### src/rtl/if_map_load_ctrl.sv
// if_map_load_ctrl
// Loads one KxK convolution window into the 8x8 IF-map register buffer.
// Row reads are issued to the 8-bank IF-map memory. One cycle later the
// matching per-register load strobes are driven. Lane selects and
// local-reset vectors are also produced here.
// Build option: define IFMAP_CTRL_WIN_COUNT_EN to enable the completed-window
// counter on win_count. When it is not defined, win_count is tied to zero.
module if_map_load_ctrl #(
  parameter int ADDR_W       = 10,
  parameter int ROW_STRIDE_W = 10
) (
  input  logic                    clk,
  input  logic                    reset,
  input  logic                    start,
  input  logic [3:0]              kernel_size,
  input  logic [2:0]              col_shift,
  input  logic [ADDR_W-1:0]       row_base,
  input  logic [ROW_STRIDE_W-1:0] row_stride,
  output logic                    rd_en,
  output logic [ADDR_W-1:0]       rd_addr,
  output logic [63:0]             Reg_loads,
  output logic [191:0]            Mux_Sel,
  output logic [63:0]             Local_Reset,
  output logic                    busy,
  output logic                    done,
  output logic [15:0]             win_count
);

  typedef enum logic [1:0] {
    S_IDLE = 2'd0,
    S_FILL = 2'd1,
    S_DONE = 2'd2
  } state_t;

  // Map kernel_size to an effective K: 0 and values above 8 behave as 8.
  function automatic logic [3:0] clamp_k(input logic [3:0] ks);
    logic [3:0] k;
    if ((ks == 4'd0) || (ks > 4'd8)) begin
      k = 4'd8;
    end else begin
      k = ks;
    end
    return k;
  endfunction

  // Registers outside the KxK window (row >= K or col >= K).
  function automatic logic [63:0] unused_mask(input logic [3:0] k);
    logic [63:0] m;
    m = 64'd0;
    for (int r = 0; r < 8; r++) begin
      for (int c = 0; c < 8; c++) begin
        m[8*r+c] = (r >= int'(k)) || (c >= int'(k));
      end
    end
    return m;
  endfunction

  // Columns 0..K-1 of a single buffer row.
  function automatic logic [7:0] row_bits(input logic [3:0] k);
    logic [7:0] m;
    m = 8'd0;
    for (int c = 0; c < 8; c++) begin
      m[c] = (c < int'(k));
    end
    return m;
  endfunction

  // Lane select for every register: (col + col_shift) mod 8. It is the same in every row.
  function automatic logic [191:0] lane_sel(input logic [2:0] cs);
    logic [191:0] m;
    m = 192'd0;
    for (int i = 0; i < 64; i++) begin
      m[3*i +: 3] = 3'((i % 8) + int'(cs));
    end
    return m;
  endfunction

  // FSM state and latched window configuration
  state_t                  r_state;
  state_t                  w_state_nxt;
  logic [3:0]              r_k;
  logic [ROW_STRIDE_W-1:0] r_stride;
  // r_rd_cnt counts reads already issued. r_ld_cnt counts row loads already issued.
  logic [3:0]              r_rd_cnt;
  logic [3:0]              r_ld_cnt;

  // Registered outputs and their next values
  logic                    r_rd_en,       w_rd_en;
  logic [ADDR_W-1:0]       r_rd_addr,     w_rd_addr;
  logic [63:0]             r_reg_loads,   w_reg_loads;
  logic [191:0]            r_mux_sel,     w_mux_sel;
  logic [63:0]             r_local_reset, w_local_reset;
  logic                    r_busy,        w_busy;
  logic                    r_done,        w_done;

  // State register
  always_ff @(posedge clk) begin
    if (reset) begin
      r_state <= S_IDLE;
    end else begin
      r_state <= w_state_nxt;
    end
  end

  // Next-state logic: leave FILL once all K row loads have been issued
  always_comb begin
    w_state_nxt = r_state;
    case (r_state)
      S_IDLE: begin
        if (start) begin
          w_state_nxt = S_FILL;
        end else begin
          w_state_nxt = S_IDLE;
        end
      end
      S_FILL: begin
        if (r_ld_cnt == r_k) begin
          w_state_nxt = S_DONE;
        end else begin
          w_state_nxt = S_FILL;
        end
      end
      S_DONE:  w_state_nxt = S_IDLE;
      default: w_state_nxt = S_IDLE;
    endcase
  end

  // Output next-value logic. Read 0 is issued on the same edge that accepts start,
  // so all outputs come straight from flops without added latency.
  always_comb begin
    w_rd_en       = 1'b0;
    w_rd_addr     = r_rd_addr;
    w_reg_loads   = 64'd0;
    w_mux_sel     = r_mux_sel;
    w_local_reset = 64'd0;
    w_busy        = 1'b0;
    w_done        = 1'b0;
    case (r_state)
      S_IDLE: begin
        if (start) begin
          w_rd_en       = 1'b1;
          w_rd_addr     = row_base;
          w_mux_sel     = lane_sel(col_shift);
          w_local_reset = unused_mask(clamp_k(kernel_size));
          w_busy        = 1'b1;
        end else begin
          w_busy        = 1'b0;
        end
      end
      S_FILL: begin
        w_busy = 1'b1;
        if (r_rd_cnt < r_k) begin
          w_rd_en   = 1'b1;
          w_rd_addr = ADDR_W'(r_rd_addr + ADDR_W'(r_stride));
        end else begin
          w_rd_en   = 1'b0;
        end
        if (r_ld_cnt < r_k) begin
          w_reg_loads = {56'd0, row_bits(r_k)} << {r_ld_cnt[2:0], 3'b000};
        end else begin
          w_done      = 1'b1;
        end
      end
      S_DONE: begin
        w_busy = 1'b0;
      end
      default: begin
        w_busy = 1'b0;
      end
    endcase
  end

  // Window configuration latch and read/load counters
  always_ff @(posedge clk) begin
    if (reset) begin
      r_k      <= 4'd0;
      r_stride <= '0;
      r_rd_cnt <= 4'd0;
      r_ld_cnt <= 4'd0;
    end else begin
      case (r_state)
        S_IDLE: begin
          if (start) begin
            r_k      <= clamp_k(kernel_size);
            r_stride <= row_stride;
            r_rd_cnt <= 4'd1;
            r_ld_cnt <= 4'd0;
          end
        end
        S_FILL: begin
          if (r_rd_cnt < r_k) begin
            r_rd_cnt <= r_rd_cnt + 4'd1;
          end
          if (r_ld_cnt < r_k) begin
            r_ld_cnt <= r_ld_cnt + 4'd1;
          end
        end
        default: begin
          r_rd_cnt <= r_rd_cnt;
          r_ld_cnt <= r_ld_cnt;
        end
      endcase
    end
  end

  // Output registers. Mux_Sel holds between windows and is cleared only by reset.
  always_ff @(posedge clk) begin
    if (reset) begin
      r_rd_en       <= 1'b0;
      r_rd_addr     <= '0;
      r_reg_loads   <= 64'd0;
      r_mux_sel     <= 192'd0;
      r_local_reset <= 64'd0;
      r_busy        <= 1'b0;
      r_done        <= 1'b0;
    end else begin
      r_rd_en       <= w_rd_en;
      r_rd_addr     <= w_rd_addr;
      r_reg_loads   <= w_reg_loads;
      r_mux_sel     <= w_mux_sel;
      r_local_reset <= w_local_reset;
      r_busy        <= w_busy;
      r_done        <= w_done;
    end
  end

  assign rd_en       = r_rd_en;
  assign rd_addr     = r_rd_addr;
  assign Reg_loads   = r_reg_loads;
  assign Mux_Sel     = r_mux_sel;
  assign Local_Reset = r_local_reset;
  assign busy        = r_busy;
  assign done        = r_done;

`ifdef IFMAP_CTRL_WIN_COUNT_EN
  logic [15:0] r_win_count;

  // Completed-window counter. It steps on the edge that raises done and wraps at 16 bits.
  always_ff @(posedge clk) begin
    if (reset) begin
      r_win_count <= 16'd0;
    end else if (w_done) begin
      r_win_count <= r_win_count + 16'd1;
    end else begin
      r_win_count <= r_win_count;
    end
  end

  assign win_count = r_win_count;
`else
  assign win_count = 16'd0;
`endif

endmodule

### config.mk
export PLATFORM = sky130hd
export DESIGN_NAME = if_map_load_ctrl
export DESIGN_NICKNAME = d
export VERILOG_FILES = /design/src/rtl/if_map_load_ctrl.sv
export SDC_FILE = /design/constraint.sdc
export NUM_CORES = 1
export LEC_CHECK = 0
export BUFFER_PORTS_ARGS = -buffer_cell sky130_fd_sc_hd__buf_2
export CORE_AREA = 5 5 144 146
export CTS_BUF_LIST = sky130_fd_sc_hd__clkbuf_4
export CTS_CLUSTER_DIAMETER = 30
export DETAILED_ROUTE_END_ITERATION = 7
export DIE_AREA = 0 0 149 151
export GPL_TIMING_DRIVEN = 0
export PLACE_DENSITY = 0.63
export SETUP_SLACK_MARGIN = 0.3
export SLEW_MARGIN = 20
export SYNTH_ARGS = -nofsm -noshare
export SYNTH_HDL_FRONTEND = slang
export SYNTH_SLANG_ARGS = --single-unit
### constraint.sdc
create_clock -name clk -period 4.25 [get_ports clk]
set_clock_uncertainty 0.2 [all_clocks]
set_input_delay 0.85 -clock clk [delete_from_list [all_inputs] [get_ports clk]]
set_output_delay 0.85 -clock clk [all_outputs]
set_load 0.1 [all_outputs]
Word-level counts from Yosys, hierarchy flattened

Cells that the tools add are included.

$add $sub $neg: 10
$mul: 0
Div/mod/pow operators: 0
Order comparisons: 19
Equality and inequality tests: 5
Shift-type cells: 1
Muxes and demuxes: 20
Bitwise logic cells: 4
Reductions and logical operators: 38

Operator list:

| operator                                                         | number |
|---|---|
| << shifter 8 x 6 -> 64 bit                                       | 1 |
| logical OR 1 bit                                                 | 29 |
| two-way mux 4 bit                                                | 7 |
| two-way mux 10 bit                                               | 2 |
| one-hot mux 10 bit (2 select lines)                              | 1 |
| greater-or-equal comparator 3 x 4 -> 1 bit, first input constant | 4 |
| < comparator 3 x 4 -> 1 bit, first input constant                | 4 |
| one-hot mux 4 bit (2 select lines)                               | 2 |
| adder 3 bit, first input constant                                | 4 |
| adder 10 bit                                                     | 1 |
| adder 4 x 1 -> 4 bit, second input constant                      | 2 |
| greater-or-equal comparator 1 x 4 -> 1 bit, first input constant | 2 |
| greater-or-equal comparator 2 x 4 -> 1 bit, first input constant | 2 |
| < comparator 1 x 4 -> 1 bit, first input constant                | 2 |
| < comparator 2 x 4 -> 1 bit, first input constant                | 2 |
| < comparator 4 bit                                               | 2 |
| adder 2 x 3 -> 3 bit, first input constant                       | 2 |
| inequality test 2 bit, second input constant                     | 3 |
| AND reduction 3 bit                                              | 2 |
| OR reduction 3 bit                                               | 2 |
| == test 4 bit                                                    | 1 |
| > comparator 4 bit, second input constant                        | 1 |
| zero test 4 bit                                                  | 1 |
| two-way mux 1 bit                                                | 4 |
| other kinds (10)                                                 | 14 |

Flip-flop bits (word level): 357
Bits in latches: 0
RAM bits: 0
Bits in read-only memories: 0
Input bits: 30
Output and inout bits: 349
Logic and storage cells: 109
Memories kept: 0

Logic depth before layout (Yosys ltp)

Gate-level depths: netlist of the first run.

Depth in word-level cells: 7
Depth in mapped cells: 9
Depth with buffers taken out: 7

Worst setup path before layout of the first run

No wires, ideal clock.

Path kind: flip-flop to output port
Start point: register Mux_Sel[186] (netlist name)
End point: output port Mux_Sel[102]
Data arrival time: 1.912 ns
Data required time: 3.200 ns
Slack: 1.288 ns
Cell stages (with the launch flop): 2
Path buffers: 1
Cell sequence: dfxtp_1 > buf_4

RTL lines:

| what             | RTL line | text |
|---|---|---|
| end: declaration | 22       | `output logic [191:0] Mux_Sel,` |

==> results of run 1 <==
## metal layers
metal  up-vias  wire length (µm)  share of wire, %  global-route usage (%)
li1       3072                 -                 -                       -
met2       242              9960                49                    29.1
met1      2634              8500                42                    21.8
met3        18              1620               8.0                    4.37
met5         -                 0                 0                       0
met4         0               245               1.2                    3.98
## per-stage QoR
step / power (mW) / hold WS [ns] / worst slack [ns] / std cells
floorplan: 3.50 / 0.240 / 1.29 / 778
global placement: 3.80 / 0.252 / 1.47 / 1403
detailed placement: 3.81 / 0.260 / 1.43 / 1404
CTS: 4.72 / 0.265 / 0.815 / 1436
global route: 4.87 / 0.259 / 0.742 / 1437
finish: 4.68 / 0.275 / 0.962 / 1437
## logic make-up after synthesis
family | Yosys count | share of synthesized area [%]
adders and majority gates | 21 | 4.04
AOI/OAI and AO/OA | 108 | 10.5
other | 1 | 0.0561
buffers and inverters | 274 | 28.5
and+or+nand+nor | 209 | 13.7
DFF | 141 | 42.2
xor gates and xnor gates | 8 | 1.05
## power groups by stage
stage / clock network, mW / logic (mW) / registers [mW]
CTS: 0.936 / 2.33 / 1.46
global placement: 0 / 2.32 / 1.48
floorplan: 0 / 1.75 / 1.74
finish: 0.906 / 2.32 / 1.45
global route: 1.01 / 2.39 / 1.47
detailed placement: 0 / 2.33 / 1.49
## worst max-delay path by stage
stage                         endpoint  depth (start not counted)
after CTS                  Mux_Sel[81]                          2
after global routing       Mux_Sel[66]                          2
after floorplan           Mux_Sel[102]                          1
final                      Mux_Sel[42]                          2
after detailed placement    rd_addr[5]                          8
after global placement     r_rd_cnt[3]                          6
## cells in the mapped netlist, drive strengths merged (9+ instances only)
master	n	share of area, %
o21ai	13	0.97
a21oi	43	3.2
clkbuf	26	1.5
nor3	16	1.2
buf	237	26
nor2	94	5.3
a31oi	9	0.84
ha	20	3.7
nand2	61	3.4
a211oi	9	1.2
inv	10	0.56
dfxtp	141	42
## cell usage in the layout (no fill, tap or decap), types with 3 or more instances in the layout
master,count
a311oi_1,4
ha_1,20
nand4_1,5
buf_2,363
nand3_1,7
nor2b_1,3
nand2_1,61
a31oi_1,9
inv_8,7
o21a_1,6
clkinv_4,3
a211oi_1,8
dfxtp_1,140
inv_1,10
nand3b_1,4
nor3_1,15
o31ai_1,5
a21oi_1,43
clkinv_8,4
nand2b_1,4
xnor2_1,6
nand4b_1,4
nor2_1,94
or4_1,4
clkbuf_4,17
o21ai_0,12
o221ai_1,3
buf_4,232
clkbuf_1,26
conb_1,17
## registers in the layout, summed over array words and instances, names as in the netlist
| register | count |
|---|---|
| Local_Reset | 26 |
| busy | 1 |
| r_ld_cnt | 4 |
| r_stride | 10 |
| r_k | 4 |
| rd_en | 1 |
| r_state | 2 |
| rd_addr | 10 |
| Reg_loads | 64 |
| Mux_Sel | 14 |
| done | 1 |
| r_rd_cnt | 4 |
## worst register-to-register path: stages (launching register included)
cell	delay, ns
dfxtp_1	0.34
clkbuf_1	0.35
clkinv_1	0.41
ha_1	0.40
o21a_1	0.14
a211oi_4	0.44
buf_6	0.22
nor3_1	0.05
a311oi_1	0.24
## cell type report
class	instances	area (µm²)
Antenna cell	1	2.50
Buffer	263	1870
Clock buffer	17	128
Clock inverter	15	186
Fill cell	1973	10100
Inverter	11	41.3
Multi-Input combinational cell	363	2030
Sequential cell	141	2820
Tap cell	265	332
Timing Repair Buffer	361	1810
==> impl_results.md, run 1 <==
- R2r worst-path depth: 8
- DRC errors left: 0
- Internal: 2.09 mW
- Die area: 0.0225 mm²
- Initial core utilization: 34.7%
- Critical path class: flip-flop to output port
- EDFF count, synth: 0
- Vias/cell: 4.15
- Syn Std Cell Area: 0.00669 mm²
- H-Tree Depth: 4
- Post-synthesis sequential area ratio: 42.2%
- RSZ-0062 raised after global routing: no
- CTS tree: yes
- Slew at the pin closest to its max-slew limit: 1.02 ns
- Worst hold path class: flip-flop to flip-flop
- Crit path DAT: 2.24 ns
- Nets: 1,209
- Routed WL: 20,300 µm
- Worst path buffer plus inverter count: 2
- Pin count of the biggest net entering global routing: 34
- Comb pwr share: 49.5%
- Clock buffer depth: 2
- IO buf count: 360
- Final Cycle Share: 77.4%
- Initial antenna violation count: 1
- Area grow syn2layout: 37.8%
- Gpl congestion: 0.844
- Core Area: 0.0193 mm²
- DIE WIDTH: 149 µm
- CP Capture Type: output port
- CTS Sinks: 141
- Cts hold-fix bufs: 0
- GRT Overall Usage: 17.1%
- DR vias: 5,966
- Max Cap Violations: 0
- R2R Path End: rd_addr[5]
- IO Pins: 379
- Syn Area/Cell: 8.78 µm²
- #FFs+latches synth: 141
- Register-to-register setup slack: 1.38 ns
- Worst path cell trace: buf_4, buf_2
- # rows: 51
- Vias in the first global route: 5,361
- Switch share: 55.2%
- Tmin final: 3.29 ns
- DR iter-0 viols: 222
- Worst Setup Start Kind: flip-flop
- Cell Area, Placed: 0.00889 mm²
- Reg2reg start: r_k[3]
- DP Wirelength: 16,200 µm
- Critical path's slowest cell: dfxtp_1
- Seq pwr share: 31.1%
- Sum Neg Setup Slack: 0 ns
- Layout cell share with drive strength beyond 1: 54.1%
- Max Clock Freq: 304 MHz
- Synth unique cells: 50
- Fin. Hold Viols: 0
- Post-synthesis async set-or-reset flop share: 0%
- First-pass GRT wire length: 30,300 µm
- Clock network fraction of design power: 19.4%
- Die height: 151 µm
- CP Max Fanout: 33
- Slew headroom: 31.8%
- Clock-pin transition on the worst setup and hold timing paths: 0.14 ns
- Pre-Repair DR Iteration Count: 6
- Outcome: finished, final reports clean
- Syn Inst Count: 762
- Max IR drop VDD: 380 µV
- Required time worst endpoint: 3.20 ns
- CTS Root Cell: clkbuf_4
- Routed Antenna Nets: 0
- HP Start: r_stride[8]
- Total grt overflow: 0
- Crit-path leading delay family: flip-flops
- Final setup vio count: 0
- Per-cell routed wire length: 14.1 µm
- Post-route cell area: 0.00922 mm²
- Power Dens Cells: 508 mW/mm²
- Clock latency on the worst-skew pair: 0.56 ns
- Leak: 5.24 nW
- Hold Path Cell Cnt: 2
- Slowest stage delay, CP: 1.02 ns
- Worst Hold End: r_stride[8]
- CTS Buf Count: 17
- Post-CTS resize count: 0
- Final Max Slew Viols: 0
- Number of post-CTS setup repair buffers: 0
- Post-synth top flop: dfxtp_1
- Util after Layout: 47.8%
- Crit. Startpoint: Mux_Sel[186]
- Yosys warnings: 0
- Net switching power: 2.58 mW
No activity file was read; power rests on OpenSTA's default activity.
==> run 2, diff against run 1 <==
Clock period 4.25 ns to 3.2 ns, I/O delays scaled along.
==> impl_results.md, run 2 (same netlist as run 1, synthesis figures left out) <==
- Worst hold slack: 0.110 ns
- DIE WIDTH: 149 µm
- Die area: 0.0225 mm²
- Fin. Hold Viols: 0
- Worst hold path class: input pin to flip-flop
- Final Max Slew Viols: 0
- Required time worst endpoint: 2.36 ns
- CTS Sinks: 141
- Clock-pin transition on the worst setup and hold timing paths: 0.15 ns
- Crit path DAT: 1.88 ns
- Area grow syn2layout: 38.3%
- Gpl congestion: 0.844
- Max Cap Violations: 0
- Nets: 1,212
- Outcome: finished, final reports clean
- GRT Overall Usage: 17.1%
- R2r worst-path depth: 7
- Pre-Repair DR Iteration Count: 4
- Post-route cell area: 0.00925 mm²
- DR vias: 5,989
- CTS tree: yes
- H-Tree Depth: 4
- Crit-path leading delay family: flip-flops
- Slew at the pin closest to its max-slew limit: 1.03 ns
- Cell Area, Placed: 0.00889 mm²
- IO Pins: 379
- Max Clock Freq: 368 MHz
- Critical Path Stages: 2
- Die height: 151 µm
- Tmin final: 2.72 ns
- Initial antenna violation count: 1
- Cts hold-fix bufs: 0
- IO buf count: 360
- Worst Setup Start Kind: flip-flop
- Vias/cell: 4.16
- Sum Neg Setup Slack: 0 ns
- Slew headroom: 31.1%
- Critical path class: flip-flop to output port
- Util after Layout: 48.0%
- Final setup vio count: 0
- CP Capture Type: output port
- Total grt overflow: 0
- Clock latency on the worst-skew pair: 0.55 ns
- Core Area: 0.0193 mm²
- Commonest non-fill, non-tap cell in the layout: buf_2
- CTS Buf Count: 17
- Routed WL: 20,400 µm
- CTS Root Cell: clkbuf_4
- Per-cell routed wire length: 14.1 µm
- DRC errors left: 0
- Max FFs per register: 64
- Worst path cell trace: buf_4, buf_2
- Pin count of the biggest net entering global routing: 34
- DP Wirelength: 16,200 µm
- Clock buffer depth: 2
- Initial core utilization: 34.7%
- Leak: 5.26 nW
- First-pass GRT wire length: 30,300 µm
- Routed Antenna Nets: 0
- Layout cell share with drive strength beyond 1: 54.7%
- Filler instances: 1,968
- Hold Path Cell Cnt: 3
- Most frequent cells in the layout: 363 x buf_2, 235 x buf_4, 138 x dfxtp_1
- CP Max Fanout: 33
- RSZ-0062 raised after global routing: no
- Critical path's slowest cell: dfxtp_2
- Power Dens Cells: 671 mW/mm²
- Vias in the first global route: 5,361
- # rows: 51
- Slowest stage delay, CP: 0.71 ns
- Total chip power: 6.21 mW
- Worst path buffer plus inverter count: 2
- Final Cycle Share: 85.0%
- DR iter-0 viols: 216
- Max IR drop VDD: 504 µV
[run 2: final timing paths]
check                      from            end  slack, ns
setup / recovery   Mux_Sel[186]    Mux_Sel[42]       0.48
hold reg to reg     r_stride[8]    r_stride[8]       0.27
hold / removal    row_stride[2]    r_stride[2]       0.11
setup reg to reg         r_k[2]  Reg_loads[55]       0.57
[run 2: final cells by class]
class	count	area, µm²	share of cell area [%]
inverters	11	45.0	0.487
well taps	265	332	3.58
repair buffers	364	1830	19.8
plain buffers	263	1870	20.2
clock buffers	17	128	1.38
diodes	1	2.50	0.0270
clock inverters	15	186	2.02
flip-flops and latches	141	2830	30.6
multi-input cells	363	2030	21.9
[run 2: timing repair]
action / in CTS / in global routing
pin swaps: 0 / 3
gates cloned: 0 / 0
gates resized for setup: 2 / 7
buffers inserted: 0 / 3
setup endpoints to repair: 64 / 125
[run 2: report_power, final]
part           total, mW  switching [mW]  leakage, nW  internal (mW)
registers           1.93           0.106         1.15           1.83
logic               3.08            2.51         3.95          0.572
clock network       1.20           0.820        0.168          0.381
[run 2: stage by stage]
step,worst slack (ns),std cells
floorplan,0.448,778
global placement,0.443,1403
detailed placement,0.379,1404
CTS,0.338,1436
global route,0.300,1440
finish,0.480,1440
[run 2: worst min-delay path, stage by stage]
cell	delay, ns
buf_2	0.09
nand2_1	0.04
a21oi_1	0.05
[run 2: layer usage]
layer | vias up | routed length (µm) | track usage (%)
met5 | - | 0 | 0
met4 | 0 | 238 | 3.98
met3 | 15 | 1510 | 4.37
met1 | 2668 | 8590 | 21.8
met2 | 228 | 10000 | 29.1
li1 | 3078 | - | -
==> run 3, diff against run 2 <==
Clock period 3.2 ns to 2.7 ns, I/O delays scaled along.
==> impl_results.md, run 3 (same netlist as run 1, synthesis figures left out) <==
- Outcome: finished, final reports clean
- Gpl congestion: 0.827
- R2R Path End: Reg_loads[47]
- Vias in the first global route: 5,882
- Routed WL: 22,000 µm
- Met3 GRT Util: 3.98%
- DP Wirelength: 16,500 µm
- Register-to-register setup slack: 0.40 ns
- Leak: 5.44 nW
- DRC errors left: 0
- Area grow syn2layout: 51.9%
- # rows: 51
- Fin. Hold Viols: 0
- Critical path class: flip-flop to flip-flop
- Max IR drop VDD: 578 µV
- CTS Buf Count: 17
- Met2 usage: 33.7%
- Max Cap Violations: 0
- DR vias: 6,222
- Core Area: 0.0193 mm²
- R2r worst-path depth: 9
- Initial core utilization: 34.7%
- HP Start: kernel_size[0]
- DIE WIDTH: 149 µm
- Final Cycle Share: 85.2%
- IO Pins: 379
- First-pass GRT wire length: 32,800 µm
- Critical path's slowest cell: or4_4
- Vias/cell: 4.24
- Nets: 1,239
- Worst hold path class: input pin to flip-flop
- H-Tree Depth: 4
- GRT Overall Usage: 18.6%
- Worst Hold End: r_k[0]
- Hold Path Cell Cnt: 3
- Crit path DAT: 2.61 ns
- Final setup vio count: 0
- CTS Sinks: 141
- Slew at the pin closest to its max-slew limit: 1.01 ns
- Clock buffer depth: 2
- Pre-CTS setup slack: -0.0661 ns
- Fin worst setup slack: 0.401 ns
- Routed Antenna Nets: 0
- RSZ-0062 raised after global routing: yes
- CP Max Fanout: 8
- Post-route cell area: 0.0102 mm²
- Initial antenna violation count: 2
- Die height: 151 µm
- CTS tree: yes
- Met1 Usage GRT: 22.0%
- Pin count of the biggest net entering global routing: 18
- Max Clock Freq: 435 MHz
- Layout cell share with drive strength beyond 1: 56.5%
- Worst Setup Start Kind: flip-flop
- Power Dens Cells: 745 mW/mm²
- Pre-Repair DR Iteration Count: 4
- CP Capture Type: flip-flop
- Util after Layout: 52.7%
- Per-cell routed wire length: 15.0 µm
- Total grt overflow: 0
- Reg2reg start: r_k[1]
- IO buf count: 360
- CTS Root Cell: clkbuf_4
- Cell Area, Placed: 0.00890 mm²
- Worst path cell trace: clkbuf_8, inv_2, ha_4, nor2b_1, o21a_1, o21a_4, or4_4, buf_6, nor2_1
- Max FFs per register: 64
- Slowest stage delay, CP: 0.51 ns
- Total chip power: 7.58 mW
- Most frequent cells in the layout: 437 x buf_4, 149 x buf_2, 125 x dfxtp_1
- Required time worst endpoint: 3.01 ns
- Die area: 0.0225 mm²
- Clock latency on the worst-skew pair: 0.56 ns
- Tmin final: 2.30 ns
- Clock-pin transition on the worst setup and hold timing paths: 0.15 ns
- Final Max Slew Viols: 0
- Commonest non-fill, non-tap cell in the layout: buf_4
- Grt peak-use layer: met2
- Slew headroom: 32.2%
- DR iter-0 viols: 280
-- run 3: cell count changes in the layout (fill, tap and decap cells not counted), moves of 3 or more --
cell	previous run	this run
buf_4	235	437
buf_2	363	149
buf_12	0	3
buf_6	1	9
clkbuf_4	17	32
dlygate4sd3_1	0	15
dfxtp_2	2	10
inv_6	0	3
dfxtp_4	1	6
dfxtp_1	138	125
-- run 3: worst max path at each step --
| stage | from | endpoint | slack, ns | depth (start not counted) |
|---|---|---|---|---|
| floorplan | rd_addr[3] | rd_addr[8] | 0.25 | 6 |
| global placement | r_k[3] | rd_addr[0] | -0.04 | 8 |
| detailed placement | r_k[3] | Reg_loads[46] | -0.07 | 8 |
| CTS | Local_Reset[62] | Local_Reset[31] | 0.30 | 2 |
| global route | r_k[1] | rd_addr[5] | 0.26 | 8 |
| finish | r_k[1] | Reg_loads[47] | 0.40 | 9 |
-- run 3: timing repair --
action                                 4_1_cts  5_1_grt
endpoints found under the hold margin       15        0
resized for setup                          219       42
hold buffers                                15        0
cloned                                       0        0
buffers inserted                            13        2
setup endpoints to repair                  291      175
pin swaps                                   10        6
-- run 3: stage by stage --
stage	hold slack (ns)	cells	setup TNS, ns
2_1_floorplan	0.240	778	0
3_3_place_gp	0.250	1403	-0.147
3_5_place_dp	0.253	1404	-0.936
4_1_cts	0.0209	1464	0
5_1_grt	0.0297	1467	0
6_report	0.0608	1467	0
-- run 3: critical path, delay by kind of cell, from the launching register on --
kind,cells,cell delay [ns]
AO/OA/AOI/OAI,2,0.41
adder cells (fa/ha/maj),1,0.19
buffers and inverters,3,0.39
flip-flops,1,0.34
AND/OR/NAND/NOR,3,0.71
-- run 3: report_power, final --
part	total [mW]	switching, mW	internal (mW)
logic	3.92	3.03	0.885
clock network	1.38	0.952	0.430
registers	2.28	0.111	2.17
-- run 3: cell type report --
class / count / area (µm²)
buffer: 263 / 1890
tap: 265 / 332
timing repair buffer: 391 / 2670
multi-input combinational: 363 / 2070
sequential: 141 / 2860
antenna: 1 / 2.50
fill: 1843 / 9110
clock buffer: 17 / 128
clock inverter: 15 / 170
inverter: 11 / 46.3
-- run 3: routing by layer --
| layer | wire [µm] | part of all wire (%) | vias up |
|---|---|---|---|
| li1 | - | - | 3135 |
| met3 | 1500 | 6.8 | 28 |
| met5 | 8 | 0.036 | - |
| met2 | 11400 | 52 | 244 |
| met4 | 384 | 1.7 | 2 |
| met1 | 8770 | 40 | 2813 |
